`src/rtl/dmem_arbiter_if.sv`:
```
// -----------------------------------------------------------------------------
// dmem_arbiter_if
// Purpose : Bundles the two requester ports and the single-port data memory
//           bus of the data-memory arbiter.
// Signals :
//   p0_*/p1_*  requester side: req, we, addr[7:0], wdata[7:0] (to arbiter);
//              gnt, done, rdata[7:0] (from arbiter)
//   mem_*      memory side: addr[7:0], wdata[7:0], we, re (from arbiter);
//              rdata[7:0] (combinational read data from the memory)
// Modports:
//   slave  - the arbiter
//   master - the environment (requesters plus the memory device)
// -----------------------------------------------------------------------------
interface dmem_arbiter_if;
  logic       p0_req;
  logic       p1_req;
  logic       p0_we;
  logic       p1_we;
  logic [7:0] p0_addr;
  logic [7:0] p1_addr;
  logic [7:0] p0_wdata;
  logic [7:0] p1_wdata;
  logic       p0_gnt;
  logic       p1_gnt;
  logic       p0_done;
  logic       p1_done;
  logic [7:0] p0_rdata;
  logic [7:0] p1_rdata;
  logic [7:0] mem_addr;
  logic [7:0] mem_wdata;
  logic       mem_we;
  logic       mem_re;
  logic [7:0] mem_rdata;

  modport slave (
    input  p0_req, p1_req, p0_we, p1_we, p0_addr, p1_addr, p0_wdata, p1_wdata,
    input  mem_rdata,
    output p0_gnt, p1_gnt, p0_done, p1_done, p0_rdata, p1_rdata,
    output mem_addr, mem_wdata, mem_we, mem_re
  );

  modport master (
    output p0_req, p1_req, p0_we, p1_we, p0_addr, p1_addr, p0_wdata, p1_wdata,
    output mem_rdata,
    input  p0_gnt, p1_gnt, p0_done, p1_done, p0_rdata, p1_rdata,
    input  mem_addr, mem_wdata, mem_we, mem_re
  );
endinterface

```
`src/rtl/dmem_arbiter.sv`:
```
// -----------------------------------------------------------------------------
// dmem_arbiter
// Purpose : Two-requester arbiter in front of a single-port data memory.
//           Every access takes exactly two cycles: grant (IDLE), memory cycle
//           (ACCESS); the done pulse and read data appear in the following
//           cycle, in which a new grant may already be issued.
// Ports   :
//   clk  - system clock, rising edge
//   rst  - synchronous, active-high reset
//   bus  - dmem_arbiter_if.slave (requester ports p0/p1 and memory bus)
// Config  : define DMEM_ARB_ROUND_ROBIN_EN to alternate grants on ties
//           (port that was not granted most recently wins). Without it port 0
//           wins every tie and no last-winner register exists.
// -----------------------------------------------------------------------------
module dmem_arbiter (
  input  logic          clk,
  input  logic          rst,
  dmem_arbiter_if.slave bus
);

  typedef enum logic [0:0] {
    IDLE   = 1'b0,
    ACCESS = 1'b1
  } state_e;

  state_e     state_q, state_d;
  logic       win_q, win_d;          // 0 = port 0 owns the access, 1 = port 1
  logic       we_q, we_d;
  logic [7:0] addr_q, addr_d;
  logic [7:0] wdata_q, wdata_d;
  logic       p0_done_q, p0_done_d;
  logic       p1_done_q, p1_done_d;
  logic [7:0] p0_rdata_q, p0_rdata_d;
  logic [7:0] p1_rdata_q, p1_rdata_d;

  logic       pick0_s;
  logic       gnt0_s;
  logic       gnt1_s;
  logic       mem_we_s;
  logic       mem_re_s;

`ifdef DMEM_ARB_ROUND_ROBIN_EN
  logic       last_q, last_d;        // id of the most recently granted port
`endif

  // Arbitration decision: does port 0 win if a grant is issued this cycle
  always_comb begin
    pick0_s = 1'b0;
`ifdef DMEM_ARB_ROUND_ROBIN_EN
    if (bus.p0_req && bus.p1_req) begin
      // port 1 granted last -> port 0's turn
      pick0_s = last_q;
    end else begin
      pick0_s = bus.p0_req;
    end
`else
    pick0_s = bus.p0_req;
`endif
  end

  // FSM next state, grant generation, capture of the winning request
  always_comb begin
    state_d    = state_q;
    win_d      = win_q;
    we_d       = we_q;
    addr_d     = addr_q;
    wdata_d    = wdata_q;
    p0_done_d  = 1'b0;
    p1_done_d  = 1'b0;
    p0_rdata_d = p0_rdata_q;
    p1_rdata_d = p1_rdata_q;
    gnt0_s     = 1'b0;
    gnt1_s     = 1'b0;
    mem_we_s   = 1'b0;
    mem_re_s   = 1'b0;
`ifdef DMEM_ARB_ROUND_ROBIN_EN
    last_d     = last_q;
`endif
    case (state_q)
      IDLE: begin
        if (bus.p0_req || bus.p1_req) begin
          gnt0_s  = pick0_s;
          gnt1_s  = ~pick0_s;
          win_d   = ~pick0_s;
          we_d    = pick0_s ? bus.p0_we    : bus.p1_we;
          addr_d  = pick0_s ? bus.p0_addr  : bus.p1_addr;
          wdata_d = pick0_s ? bus.p0_wdata : bus.p1_wdata;
          state_d = ACCESS;
`ifdef DMEM_ARB_ROUND_ROBIN_EN
          last_d  = ~pick0_s;
`endif
        end else begin
          state_d = IDLE;
        end
      end
      ACCESS: begin
        // request inputs are deliberately not looked at here
        mem_we_s = we_q;
        mem_re_s = ~we_q;
        state_d  = IDLE;
        if (win_q) begin
          p1_done_d = 1'b1;
          if (!we_q) begin
            p1_rdata_d = bus.mem_rdata;
          end else begin
            p1_rdata_d = p1_rdata_q;
          end
        end else begin
          p0_done_d = 1'b1;
          if (!we_q) begin
            p0_rdata_d = bus.mem_rdata;
          end else begin
            p0_rdata_d = p0_rdata_q;
          end
        end
      end
      default: begin
        state_d = IDLE;
      end
    endcase
  end

  // State and datapath registers with synchronous reset
  always_ff @(posedge clk) begin
    if (rst) begin
      state_q    <= IDLE;
      win_q      <= 1'b0;
      we_q       <= 1'b0;
      addr_q     <= 8'h00;
      wdata_q    <= 8'h00;
      p0_done_q  <= 1'b0;
      p1_done_q  <= 1'b0;
      p0_rdata_q <= 8'h00;
      p1_rdata_q <= 8'h00;
`ifdef DMEM_ARB_ROUND_ROBIN_EN
      last_q     <= 1'b1;
`endif
    end else begin
      state_q    <= state_d;
      win_q      <= win_d;
      we_q       <= we_d;
      addr_q     <= addr_d;
      wdata_q    <= wdata_d;
      p0_done_q  <= p0_done_d;
      p1_done_q  <= p1_done_d;
      p0_rdata_q <= p0_rdata_d;
      p1_rdata_q <= p1_rdata_d;
`ifdef DMEM_ARB_ROUND_ROBIN_EN
      last_q     <= last_d;
`endif
    end
  end

  // Grants and memory strobes are blanked while reset is held, so an access
  // interrupted by reset never reaches the memory.
  assign bus.p0_gnt    = gnt0_s & ~rst;
  assign bus.p1_gnt    = gnt1_s & ~rst;
  assign bus.mem_we    = mem_we_s & ~rst;
  assign bus.mem_re    = mem_re_s & ~rst;
  assign bus.mem_addr  = addr_q;
  assign bus.mem_wdata = wdata_q;
  assign bus.p0_done   = p0_done_q;
  assign bus.p1_done   = p1_done_q;
  assign bus.p0_rdata  = p0_rdata_q;
  assign bus.p1_rdata  = p1_rdata_q;

endmodule

```
`src/flat_wrapper.sv`:
```
// flat-port wrapper written by rule: the top's interface ports become plain ports
module dmem_arbiter_flat 
  (clk, rst, bus_p0_req, bus_p1_req, bus_p0_we, bus_p1_we, bus_p0_addr, bus_p1_addr, bus_p0_wdata, bus_p1_wdata, bus_mem_rdata, bus_p0_gnt, bus_p1_gnt, bus_p0_done, bus_p1_done, bus_p0_rdata, bus_p1_rdata, bus_mem_addr, bus_mem_wdata, bus_mem_we, bus_mem_re);
  dmem_arbiter_if bus_i ();
  input  logic clk;
  input  logic rst;
  input wire logic [$bits(bus_i.p0_req)-1:0] bus_p0_req;
  input wire logic [$bits(bus_i.p1_req)-1:0] bus_p1_req;
  input wire logic [$bits(bus_i.p0_we)-1:0] bus_p0_we;
  input wire logic [$bits(bus_i.p1_we)-1:0] bus_p1_we;
  input wire logic [$bits(bus_i.p0_addr)-1:0] bus_p0_addr;
  input wire logic [$bits(bus_i.p1_addr)-1:0] bus_p1_addr;
  input wire logic [$bits(bus_i.p0_wdata)-1:0] bus_p0_wdata;
  input wire logic [$bits(bus_i.p1_wdata)-1:0] bus_p1_wdata;
  input wire logic [$bits(bus_i.mem_rdata)-1:0] bus_mem_rdata;
  output wire logic [$bits(bus_i.p0_gnt)-1:0] bus_p0_gnt;
  output wire logic [$bits(bus_i.p1_gnt)-1:0] bus_p1_gnt;
  output wire logic [$bits(bus_i.p0_done)-1:0] bus_p0_done;
  output wire logic [$bits(bus_i.p1_done)-1:0] bus_p1_done;
  output wire logic [$bits(bus_i.p0_rdata)-1:0] bus_p0_rdata;
  output wire logic [$bits(bus_i.p1_rdata)-1:0] bus_p1_rdata;
  output wire logic [$bits(bus_i.mem_addr)-1:0] bus_mem_addr;
  output wire logic [$bits(bus_i.mem_wdata)-1:0] bus_mem_wdata;
  output wire logic [$bits(bus_i.mem_we)-1:0] bus_mem_we;
  output wire logic [$bits(bus_i.mem_re)-1:0] bus_mem_re;
  assign bus_i.p0_req = bus_p0_req;
  assign bus_i.p1_req = bus_p1_req;
  assign bus_i.p0_we = bus_p0_we;
  assign bus_i.p1_we = bus_p1_we;
  assign bus_i.p0_addr = bus_p0_addr;
  assign bus_i.p1_addr = bus_p1_addr;
  assign bus_i.p0_wdata = bus_p0_wdata;
  assign bus_i.p1_wdata = bus_p1_wdata;
  assign bus_i.mem_rdata = bus_mem_rdata;
  assign bus_p0_gnt = bus_i.p0_gnt;
  assign bus_p1_gnt = bus_i.p1_gnt;
  assign bus_p0_done = bus_i.p0_done;
  assign bus_p1_done = bus_i.p1_done;
  assign bus_p0_rdata = bus_i.p0_rdata;
  assign bus_p1_rdata = bus_i.p1_rdata;
  assign bus_mem_addr = bus_i.mem_addr;
  assign bus_mem_wdata = bus_i.mem_wdata;
  assign bus_mem_we = bus_i.mem_we;
  assign bus_mem_re = bus_i.mem_re;
  dmem_arbiter u_core (.clk(clk), .rst(rst), .bus(bus_i));
endmodule
```
`config.mk`:
```
export PLATFORM = sky130hd
export DESIGN_NAME = dmem_arbiter_flat
export DESIGN_NICKNAME = d
export VERILOG_FILES = /design/src/rtl/dmem_arbiter_if.sv /design/src/rtl/dmem_arbiter.sv /design/src/flat_wrapper.sv
export SDC_FILE = /design/constraint.sdc
export NUM_CORES = 1
export LEC_CHECK = 0
export CORE_MARGIN = 5
export CORE_UTILIZATION = 39
export DETAILED_ROUTE_END_ITERATION = 7
export GPL_TIMING_DRIVEN = 0
export PLACE_DENSITY = 0.92
export SYNTH_ARGS = -nofsm -noshare
export SYNTH_HDL_FRONTEND = slang
export SYNTH_SLANG_ARGS = --single-unit
export TNS_END_PERCENT = 5
```
`constraint.sdc`:
```
create_clock -name clk -period 1.4 [get_ports clk]
set_input_delay 0.28 -clock clk [delete_from_list [all_inputs] [get_ports clk]]
set_output_delay 0.28 -clock clk [all_outputs]
set_load 0.03 [all_outputs]
```
Word-level counts from Yosys, hierarchy flattened:

Cells that the tools add are included.

* memories: 0
* register bits: 37
* latch bits: 0
* bits of input ports: 46
* memory bits (writable): 0
* bits in read-only memories: 0

* add/subtract/negate cells: 0
* mux-type cells: 13
* bitwise operators: 9
* div/mod/pow operators: 0
* reductions and logical operators: 5
* eq/ne operators: 0
* shifts and indexed selects: 0
* order comparisons: 0
* multipliers: 0

Operators with widths (count)
* two-way mux 8 bit: 2
* two-way mux 1 bit: 10
* AND reduction 3 bit: 2
* inverter 1 bit: 5
* bitwise AND 1 bit: 4
* case mux 1 bit (2 select lines): 1
* AND reduction 2 bit: 1
* OR reduction 2 bit: 1
* logical OR 1 bit: 1

Longest topological paths before layout:

Gate-level depths: netlist (run 1).

* depth in word-level cells: 4
* depth in mapped cells: 6
* mapped depth without buffers: 3

Worst setup path after synthesis (run 1):

No wires, ideal clock.

* kind: in2out
* from: in bus_p0_req
* to: out bus_p1_gnt
* stages on the path: 3
* slack: -0.556 ns
* arrival: 1.676 ns
* cell sequence: clkbuf_2 > buf_2 > nor4b_1

* word-level cells in the longest chain between the ends: 4

Ends and longest elaborated chain
* start, declared: RTL line flat_wrapper.sv:7 `input wire logic [$bits(bus_i.p0_req)-1:0] bus_p0_req;`
* logical OR 1 bit / inverter 1 bit (equally long branches): RTL line dmem_arbiter.sv:81, dmem_arbiter.sv:83
* two-way mux 1 bit *: RTL line dmem_arbiter.sv:81 `if (bus.p0_req || bus.p1_req) begin`
* two-way mux 1 bit *: RTL line dmem_arbiter.sv:79 `case (state_q)`
* bitwise AND 1 bit *: RTL line dmem_arbiter.sv:157 `assign bus.p1_gnt = gnt1_s & ~rst;`
* end, declared: RTL line flat_wrapper.sv:17 `output wire logic [$bits(bus_i.p1_gnt)-1:0] bus_p1_gnt;`

Every way passes the cells marked *; elsewhere a longest branch is shown, timed or not.

Final worst setup path (run 1):

* from: reg u_core.state_q
* to: out bus_p1_gnt

* word-level cells in the longest chain between the ends: 2

Ends and longest elaborated chain
* start, declared: RTL line dmem_arbiter.sv:26 `state_e state_q, state_d;`
* start signal, assigned: RTL line dmem_arbiter.sv:139 `state_q <= state_d;`
* two-way mux 1 bit: RTL line dmem_arbiter.sv:79
* bitwise AND 1 bit: RTL line dmem_arbiter.sv:157

No other way between the ends.

==> results of run 1 <==
[layout make-up]
| class | count | area [sq um] | area share, % |
|---|---|---|---|
| inverters | 3 | 11.3 | 0.434 |
| clock inverters | 1 | 5.00 | 0.193 |
| flip-flops and latches | 37 | 742 | 28.6 |
| clock buffers | 7 | 96.3 | 3.71 |
| plain buffers | 15 | 113 | 4.34 |
| well taps | 50 | 62.6 | 2.41 |
| repair buffers | 85 | 796 | 30.7 |
| multi-input cells | 115 | 771 | 29.7 |
[logic make-up after synthesis]
| logic type | count (synthesis) |
|---|---|
| flops | 37 |
| buf+inv | 18 |
| simple gates | 62 |
| mux | 17 |
| compound gates | 36 |
[cell usage in the layout, fill, tap and decap left out, drive strengths merged]
cell and n:
buf 17, nor3b 2, nand2b 1, nor4b 1, and3b 1, inv 3, mux2i 17, clkdlybuf4s50 42
clkinv 1, nand2 32, or3b 1, clkbuf 12, dlygate4sd2 36, a211oi 18, dfxtp 37, a21oi 17
nor2 22, nand3b 1, o21ba 1, nor3 1
[power by group through the flow]
stage / logic (mW) / registers (mW) / clock network, mW
floorplan: 0.259 / 1.31 / 0
global placement: 0.693 / 1.18 / 0
detailed placement: 0.707 / 1.19 / 0
CTS: 0.677 / 1.16 / 0.833
global route: 0.723 / 1.17 / 0.878
finish: 0.674 / 1.16 / 0.806
[stage by stage]
step	total power [mW]	util (%)	area, sq um	setup slack [ns]	setup TNS, ns
3_5_place_dp	1.89	62.5	2480	-0.736	-10.77
3_3_place_gp	1.88	62.5	2480	-0.690	-10.40
4_1_cts	2.67	64.9	2580	-0.0293	-0.0293
5_1_grt	2.77	65.4	2600	-0.0773	-0.331
6_report	2.64	65.4	2600	-0.0126	-0.0126
2_1_floorplan	1.57	-	1600	-0.146	-0.146
[sequential cells by signal, summed over array words and instances (netlist names)]
name / count
u_core.bus.p0_rdata: 8
u_core.win_q: 1
u_core.we_q: 1
u_core.state_q: 1
u_core.bus.p0_done: 1
u_core.bus.mem_addr: 8
u_core.bus.p1_rdata: 8
u_core.bus.p1_done: 1
u_core.bus.mem_wdata: 8
[worst min path at each step]
stage / depth (start not counted) / from / to / slack (ns)
floorplan: 2 / bus_mem_rdata[0] / u_core.bus.p0_rdata[0] / 0.42
global placement: 2 / u_core.bus.p1_rdata[7] / u_core.bus.p1_rdata[7] / 0.44
detailed placement: 2 / u_core.bus.p0_rdata[1] / u_core.bus.p0_rdata[1] / 0.45
CTS: 3 / bus_p0_req / u_core.bus.mem_addr[4] / 0.41
global route: 3 / bus_p0_req / u_core.bus.mem_addr[4] / 0.43
finish: 3 / bus_p0_req / u_core.bus.mem_addr[4] / 0.41
[worst min-delay path, cell delays in order]
cell and delay (ns):
clkbuf_2 0.12, mux2i_1 0.16, a211oi_1 0.08
[per-layer routing]
layer | track usage [%] | up-vias
met3 | 4.24 | 7
met2 | 31.9 | 40
met4 | 6.64 | 0
met1 | 17.8 | 704
li1 | - | 756
met5 | 0 | -
[timing repair]
| action | 4_1_cts | 5_1_grt |
|---|---|---|
| gates cloned | 0 | 0 |
| setup buffers | 3 | 0 |
| endpoints found under the setup margin | 48 | 10 |
| pin swaps | 1 | 0 |
| gates resized for setup | 66 | 7 |
| hold buffers | 0 | 0 |
==> run summary, run 1 <==
RePlAce Congestion: 0.761
Diode count: 0
Post-route ant nets: 0
Most used DFF post-synth: dfxtp_1
Post-synthesis mux area share: 10.7%
Slowest CP cell: dfxtp_1
Internal: 1.88 mW
Total global-route track usage: 17.0%
Slew @ Worst Pin: 0.688 ns
DRC viols: 0
CP top delay family: buffers and inverters
Clk pin slew, worst setup/hold paths: 0.07 ns
Failing checks: setup timing
GR Overflow Total: 0
Routed len/inst: 14.5 um
Drt first pass iters: 4
Inst Count DP: 302
Area delta synth->final: 63.4%
# nets final: 308
Vias in the first global route: 1565
Max transition margin: 54.1%
Syn_area_per_cell: 9.35 sq um
Post-Synth Simple-Gate Area: 16.9%
H-tree lvl count: 2
Ys async rst share: 0%
Setup crit end: bus_p1_gnt
Min-Delay Path Class: input port to flip-flop
Num CTS Buffers: 5
Switching pwr: 763 uW
Max FO, Critical Path: 10
CP Launch Point: u_core.state_q
Max-slew violation count: 0
Synth Area in Compound Gates: 18.6%
Final Instance Count excl. Fillers: 313
Initial Util: 40.0%
Crit path capture type: primary output
Total wire length: 4530 um
Met2 wire len: 2450 um
Crit start category: flip-flop
Pwr dens: 1020 nW/um^2
VDD IR max: 0.000746 V
Most frequent cells after synthesis: 37 x dfxtp_1, 32 x nand2_1, 22 x nor2_1
Area share of the largest cell type after synthesis: 46.6%
Most used cell, CP: buf_6
Synth Cell Area: 1590 sq um
Filler cells: 342
Fmax: 0.708 GHz
Stages on the worst setup path: 3
Cell with the most instances after synthesis: dfxtp_1
Die H: 73.8 um
Critical Path AT: 1.13 ns
RSZ-0062 raised after global routing: true
Setup CP Type: flip-flop to primary output
Total core area: 3970 sq um
Clock power frac: 30.5%
Clock skew: 0.00654 ns
Initial drt markers: 69
Number of warnings issued by yosys: 0
Synth top area cells: dfxtp_1 47%, mux2i_1 11%, a211oi_2 10%
Reg2Reg Depth: 5
Worst path cell trace: buf_6, nor4b_4, buf_6
Worst r2r src: u_core.win_q
Post-synthesis sequential area ratio: 46.6%
Clock Tree Buf Depth: 2
Row count: 23
First-pass GRT wire length: 7060 um
Reg2Reg Capture Point: u_core.bus.p0_rdata[4]
Met1 wire length: 1750 um
Slowest Stage Delay on Critical Path: 0.31 ns
Ratio of cells with drive above 1 in the final layout: 17.5%
DPL Wire Length: 3470 um
I/O Pins: 84
Final WS setup: -0.0126 ns
DR WL met3: 266 um
Max_cap viols: 0
Largest net degree at the start of global routing: 12
Number of synthesized flops with an enable pin: 0
Synth Area in XOR/XNOR: 0%
Final hold violations: 0
Largest family of logic cells by synthesized area: compound AO/OA/AOI/OAI gates
Yosys reg bits: 37
Via/cell ratio: 4.81
Gate Count Post-Synth: 170
Yosys cell types: 25
Hold Slack: 0.413 ns
Post-synthesis adder-cell area fraction: 0%
Worst EP required: 1.12 ns
Detailed-route via count: 1507
CTS tree: done
Outcome: finished, violations left
Post-synthesis net count: 216
Period utilisation layout: 101%
Sw Share: 28.9%
Yosys top cell by area: dfxtp_1
Antenna violations before repair: 0
DIE AREA: 5450 sq um
Comb pwr share: 25.5%
Clock sink count: 37
Port bufs: 82
Flop pwr share: 43.9%
Root Driver: clkbuf_8
# setup viols final: 1
FF-to-FF setup slack: 0.05 ns
Top sig layer: met4
Worst skew pair latency: 0.28 ns
Bufs and invs on worst path: 2
Pleak: 1.16 nW
Die W: 73.8 um
Min cycle time layout: 1.41 ns
(Power assumes the default switching activity.)
==> run 2, diff against run 1 <==
--- a/config.mk
+++ b/config.mk
@@ -5,11 +5,12 @@
 export SDC_FILE = /design/constraint.sdc
 export NUM_CORES = 1
 export LEC_CHECK = 0
+export CAP_MARGIN = 30
 export CORE_MARGIN = 5
-export CORE_UTILIZATION = 39
+export CORE_UTILIZATION = 35
 export DETAILED_ROUTE_END_ITERATION = 7
 export GPL_TIMING_DRIVEN = 0
-export PLACE_DENSITY = 0.92
+export PLACE_DENSITY = 0.88
 export SYNTH_ARGS = -nofsm -noshare
 export SYNTH_HDL_FRONTEND = slang
 export SYNTH_SLANG_ARGS = --single-unit
==> constraint.sdc (replaced) <==
create_clock -name clk -period 1.18 [get_ports clk]
set_input_delay 0.236 -clock clk [delete_from_list [all_inputs] [get_ports clk]]
set_output_delay 0.236 -clock clk [all_outputs]
set_load 0.03 [all_outputs]
==> run summary, run 2 (synthesized netlist as in run 1, its figures left out) <==
Diode count: 0 (unchanged)
# setup viols final: 25 (+24)
Pwr Total: 3.24 mW (+23%)
Antenna violations before repair: 0 (unchanged)
Failing checks: setup timing
Max transition margin: 52.8% (-1.4 points)
Final hold violations: 0 (unchanged)
First-pass GRT wire length: 7410 um (+5.0%)
Routed len/inst: 14.8 um (+2.1%)
Total global-route track usage: 15.4% (-1.6 points)
Clk pin slew, worst setup/hold paths: 0.07 ns (about the same)
CP top delay family: buffers and inverters
Pwr dens: 1250 nW/um^2 (+23%)
Via/cell ratio: 4.71 (-2.2%)
Slowest CP cell: nor4b_4
DPL Wire Length: 3430 um (-1.2%)
GR Overflow Total: 0 (unchanged)
Die H: 77.4 um (+4.8%)
I/O Pins: 84 (unchanged)
Max-slew violation count: 0 (unchanged)
RePlAce Congestion: 0.686 (-9.8%)
Initial drt markers: 78 (+13%)
Final Instance Count excl. Fillers: 314 (+0.32%)
Setup TNS: -1.17 ns (-1.16 ns)
Dpl ws: -0.859 ns (-0.123 ns)
CTS tree: done
Crit start category: input port
Most frequent cells in the layout: 42 x clkdlybuf4s50_1, 35 x dfxtp_1, 32 x nand2_1
Clock Tree Buf Depth: 2 (unchanged)
Row count: 24 (+4.3%)
Slowest Stage Delay on Critical Path: 0.28 ns (-0.03 ns)
Outcome: finished, violations left
Min-Delay Path Class: input port to flip-flop
Hold_buf cts: 0 (unchanged)
Total wire length: 4650 um (+2.5%)
Initial Util: 36.2% (-3.8 points)
Slew @ Worst Pin: 0.709 ns (+0.0207 ns)
Max_cap viols: 0 (unchanged)
Clock skew: 0.00482 ns (-0.00173 ns)
Port bufs: 82 (unchanged)
Max FO, Critical Path: 4 (-6)
Largest net degree at the start of global routing: 12 (unchanged)
Post-route ant nets: 0 (unchanged)
Most used cell, CP: buf_6
Bufs and invs on worst path: 3 (+1)
Crit path capture type: primary output
Worst skew pair latency: 0.28 ns (about the same)
Fin area: 2590 sq um (-0.24%)
Hold Slack: 0.352 ns (-0.0619 ns)
Fmax: 0.762 GHz
Ratio of cells with drive above 1 in the final layout: 32.8% (+15 points)
Final WS setup: -0.133 ns (-0.120 ns)
Detailed-route via count: 1478 (-1.9%)
Critical Path AT: 1.08 ns (-0.05 ns)
Root Driver: clkbuf_8
DIE AREA: 5990 sq um (+9.8%)
VDD IR max: 0.000712 V (-4.5%)
Placed inst area: 2520 sq um (+1.5%)
Drt first pass iters: 4 (unchanged)
Inst Count DP: 304 (+0.66%)
Num CTS Buffers: 5 (unchanged)
Total core area: 4380 sq um (+10%)
Pleak: 1.10 nW (-5.2%)
Setup CP Type: input port to primary output
Die W: 77.4 um (+4.8%)
DRC viols: 0 (unchanged)
Worst path cell trace: dlygate4sd2_1, buf_6, nor4b_4, buf_6
Period utilisation layout: 111%
Vias in the first global route: 1497 (-4.3%)
H-tree lvl count: 2 (unchanged)
Util after Layout: 59.1% (-6.3 points)
RSZ-0062 raised after global routing: true
# nets final: 308 (unchanged)
Area delta synth->final: 63.0%
Most common cell after layout, fill and taps aside: clkdlybuf4s50_1
Clock sink count: 37 (unchanged)
Worst EP required: 0.94 ns (-0.18 ns)
Min cycle time layout: 1.31 ns
[run 2: changes by cell type in the layout (fill, tap and decap cells not counted), moves of 4 or more]
| cell | change |
|---|---|
| clkdlybuf4s15_2 | +5 |
| a211oi_2 | +4 |
| a211oi_1 | -4 |
| buf_2 | +26 |
| dlygate4sd2_1 | -34 |
[run 2: worst paths after layout]
check / end / depth (start not counted) / slack (ns) / startpoint
setup / recovery: bus_p1_gnt / 4 / -0.13 / rst
hold / removal: u_core.win_q / 3 / 0.35 / bus_p0_req
setup reg to reg: u_core.bus.p0_rdata[7] / 4 / -0.08 / u_core.state_q
hold reg to reg: u_core.bus.p0_rdata[3] / 2 / 0.45 / u_core.bus.p0_rdata[3]
[run 2: final cells by class]
| cell class | count | area [sq um] |
|---|---|---|
| well taps | 52 | 65.1 |
| repair buffers | 86 | 719 |
| clock inverters | 2 | 35.0 |
| clock buffers | 5 | 68.8 |
| fillers | 403 | 1790 |
| flip-flops and latches | 37 | 748 |
| multi-input cells | 115 | 803 |
| inverters | 3 | 11.3 |
| plain buffers | 14 | 139 |
[run 2: metal layers]
metal	track usage [%]	wire [um]	vias up
li1	-	-	760
met5	0	0	-
met3	4.86	315	4
met2	26.9	2480	45
met1	17.7	1800	669
met4	5.15	42	0
[run 2: repair_timing]
action	in CTS	in global routing
setup endpoints to repair	72	66
buffers inserted	4	0
resized for setup	144	68
pin swaps	9	7
[run 2: tightest hold or removal path, cell delays in order]
cell and delay, ns:
clkbuf_8 0.12, buf_8 0.15, a211oi_1 0.08
[run 2: power breakdown]
part           internal [mW]  switching (mW)
registers               1.33          0.0547
clock network          0.614           0.420
logic                  0.381           0.439
==> run 3, diff against run 2 <==
--- a/config.mk
+++ b/config.mk
@@ -11,6 +11,7 @@
 export DETAILED_ROUTE_END_ITERATION = 7
 export GPL_TIMING_DRIVEN = 0
 export PLACE_DENSITY = 0.88
+export SETUP_SLACK_MARGIN = 0.1
 export SYNTH_ARGS = -nofsm -noshare
 export SYNTH_HDL_FRONTEND = slang
 export SYNTH_SLANG_ARGS = --single-unit
==> run summary, run 3 (synthesized netlist as in run 1, its figures left out) <==
Outcome: finished, violations left
Failing checks: setup timing
Pwr dens: 1260 nW/um^2 (+0.26%)
Util after Layout: 59.3% (+0.26 points)
Filler cells: 408 (+1.2%)
Total wire length: 4710 um (+1.3%)
Die H: 77.4 um (unchanged)
Fmax: 0.739 GHz (-3.0%)
# nets final: 309 (+0.32%)
Initial drt markers: 76 (-2.6%)
Vias in the first global route: 1501 (+0.27%)
Max_cap viols: 0 (unchanged)
Root Driver: clkbuf_8
H-tree lvl count: 2 (unchanged)
DPL Wire Length: 3430 um (unchanged)
RePlAce Congestion: 0.686 (unchanged)
Min cycle time layout: 1.35 ns (+0.0409 ns)
Initial Util: 36.2% (unchanged)
Crit start category: flip-flop
Inst Count DP: 304 (unchanged)
RSZ-0062 raised after global routing: true
Pwr Total: 3.27 mW (+0.69%)
Row count: 24 (unchanged)
Drt first pass iters: 4 (unchanged)
Dpl ws: -0.859 ns (unchanged)
Routed len/inst: 14.9 um (+0.99%)
Clock sink count: 37 (unchanged)
Pleak: 1.11 nW (+0.82%)
Slew @ Worst Pin: 0.701 ns (-0.00777 ns)
I/O Pins: 84 (unchanged)
DIE AREA: 5990 sq um (unchanged)
Worst skew pair latency: 0.28 ns (about the same)
Clk pin slew, worst setup/hold paths: 0.08 ns (about the same)
Final hold violations: 0 (unchanged)
Critical Path AT: 1.12 ns (+0.04 ns)
Max transition margin: 53.3% (+0.52 points)
Fin area: 2600 sq um (+0.43%)
Clock Tree Buf Depth: 2 (unchanged)
GR Overflow Total: 0 (unchanged)
Num CTS Buffers: 5 (unchanged)
Diode count: 0 (unchanged)
Min-Delay Path Class: input port to flip-flop
Max FO, Critical Path: 7 (+3)
First-pass GRT wire length: 7420 um (+0.19%)
Area delta synth->final: 63.7%
Ratio of cells with drive above 1 in the final layout: 33.1% (+0.26 points)
# setup viols final: 26 (+4.0%)
Placed inst area: 2520 sq um (unchanged)
DRC viols: 0 (unchanged)
Setup TNS: -2.02 ns (-0.854 ns)
Max-slew violation count: 0 (unchanged)
Detailed-route via count: 1496 (+1.2%)
Crit path capture type: primary output
Post-route ant nets: 0 (unchanged)
CTS tree: done
Setup CP Type: flip-flop to primary output
Largest net degree at the start of global routing: 12 (unchanged)
Antenna violations before repair: 0 (unchanged)
VDD IR max: 0.000666 V (-6.5%)
Port bufs: 82 (unchanged)
Total core area: 4380 sq um (unchanged)
Most frequent cells in the layout: 42 x clkdlybuf4s50_1, 36 x dfxtp_1, 32 x nand2_1
Period utilisation layout: 115% (+3.5 points)
Worst EP required: 0.94 ns (about the same)
Final WS setup: -0.174 ns (-0.0409 ns)
Final Instance Count excl. Fillers: 315 (+0.32%)
Hold Slack: 0.349 ns (-0.00284 ns)
Most common cell after layout, fill and taps aside: clkdlybuf4s50_1
Clock skew: 0.00574 ns (+0.000924 ns)
Total global-route track usage: 15.4% (+0.048 points)
Die W: 77.4 um (unchanged)
Via/cell ratio: 4.75 (+0.90%)
## run 3: final cells by class
cell class	instances	area, sq um	area share, %
clock inverters	2	35.0	1.35
multi-input cells	115	805	30.9
inverters	3	11.3	0.433
repair buffers	86	721	27.7
well taps	52	65.1	2.50
plain buffers	15	154	5.92
clock buffers	5	68.8	2.65
flip-flops and latches	37	742	28.5
## run 3: where the power goes
| group | internal [mW] | switching, mW | leakage (nW) |
|---|---|---|---|
| clock | 0.614 | 0.425 | 0.0540 |
| sequential | 1.34 | 0.0474 | 0.304 |
| combinational | 0.395 | 0.450 | 0.750 |
| total | 2.34 | 0.922 | 1.11 |
## run 3: worst paths after layout
check	from	endpoint	slack [ns]	cells past startpoint
worst max-delay path	u_core.state_q	bus_p1_gnt	-0.17	3
worst min register to register	u_core.bus.p0_rdata[3]	u_core.bus.p0_rdata[3]	0.45	2
worst min-delay path	bus_p0_req	u_core.win_q	0.35	3
worst max register to register	u_core.state_q	u_core.bus.p0_rdata[7]	-0.13	5
## run 3: metal layers
metal	GRT usage, %	vias to the layer above	wire length [um]	share of wire, %
met1	17.3	689	1800	38
met5	0	-	0	0
met3	5.44	4	346	7.4
met4	5.15	0	42	0.89
met2	27.0	42	2520	53
li1	-	761	-	-
## run 3: timing repair
action	CTS	global route
buffers inserted	4	0
hold buffers	0	0
pin swaps	17	7
gates resized for setup	213	35
setup endpoints to repair	72	64
## run 3: worst max-delay path: stages, from the launching register on
cell     delay [ns]
dfxtp_1        0.31
buf_6          0.14
nor4b_4        0.22
buf_6          0.17
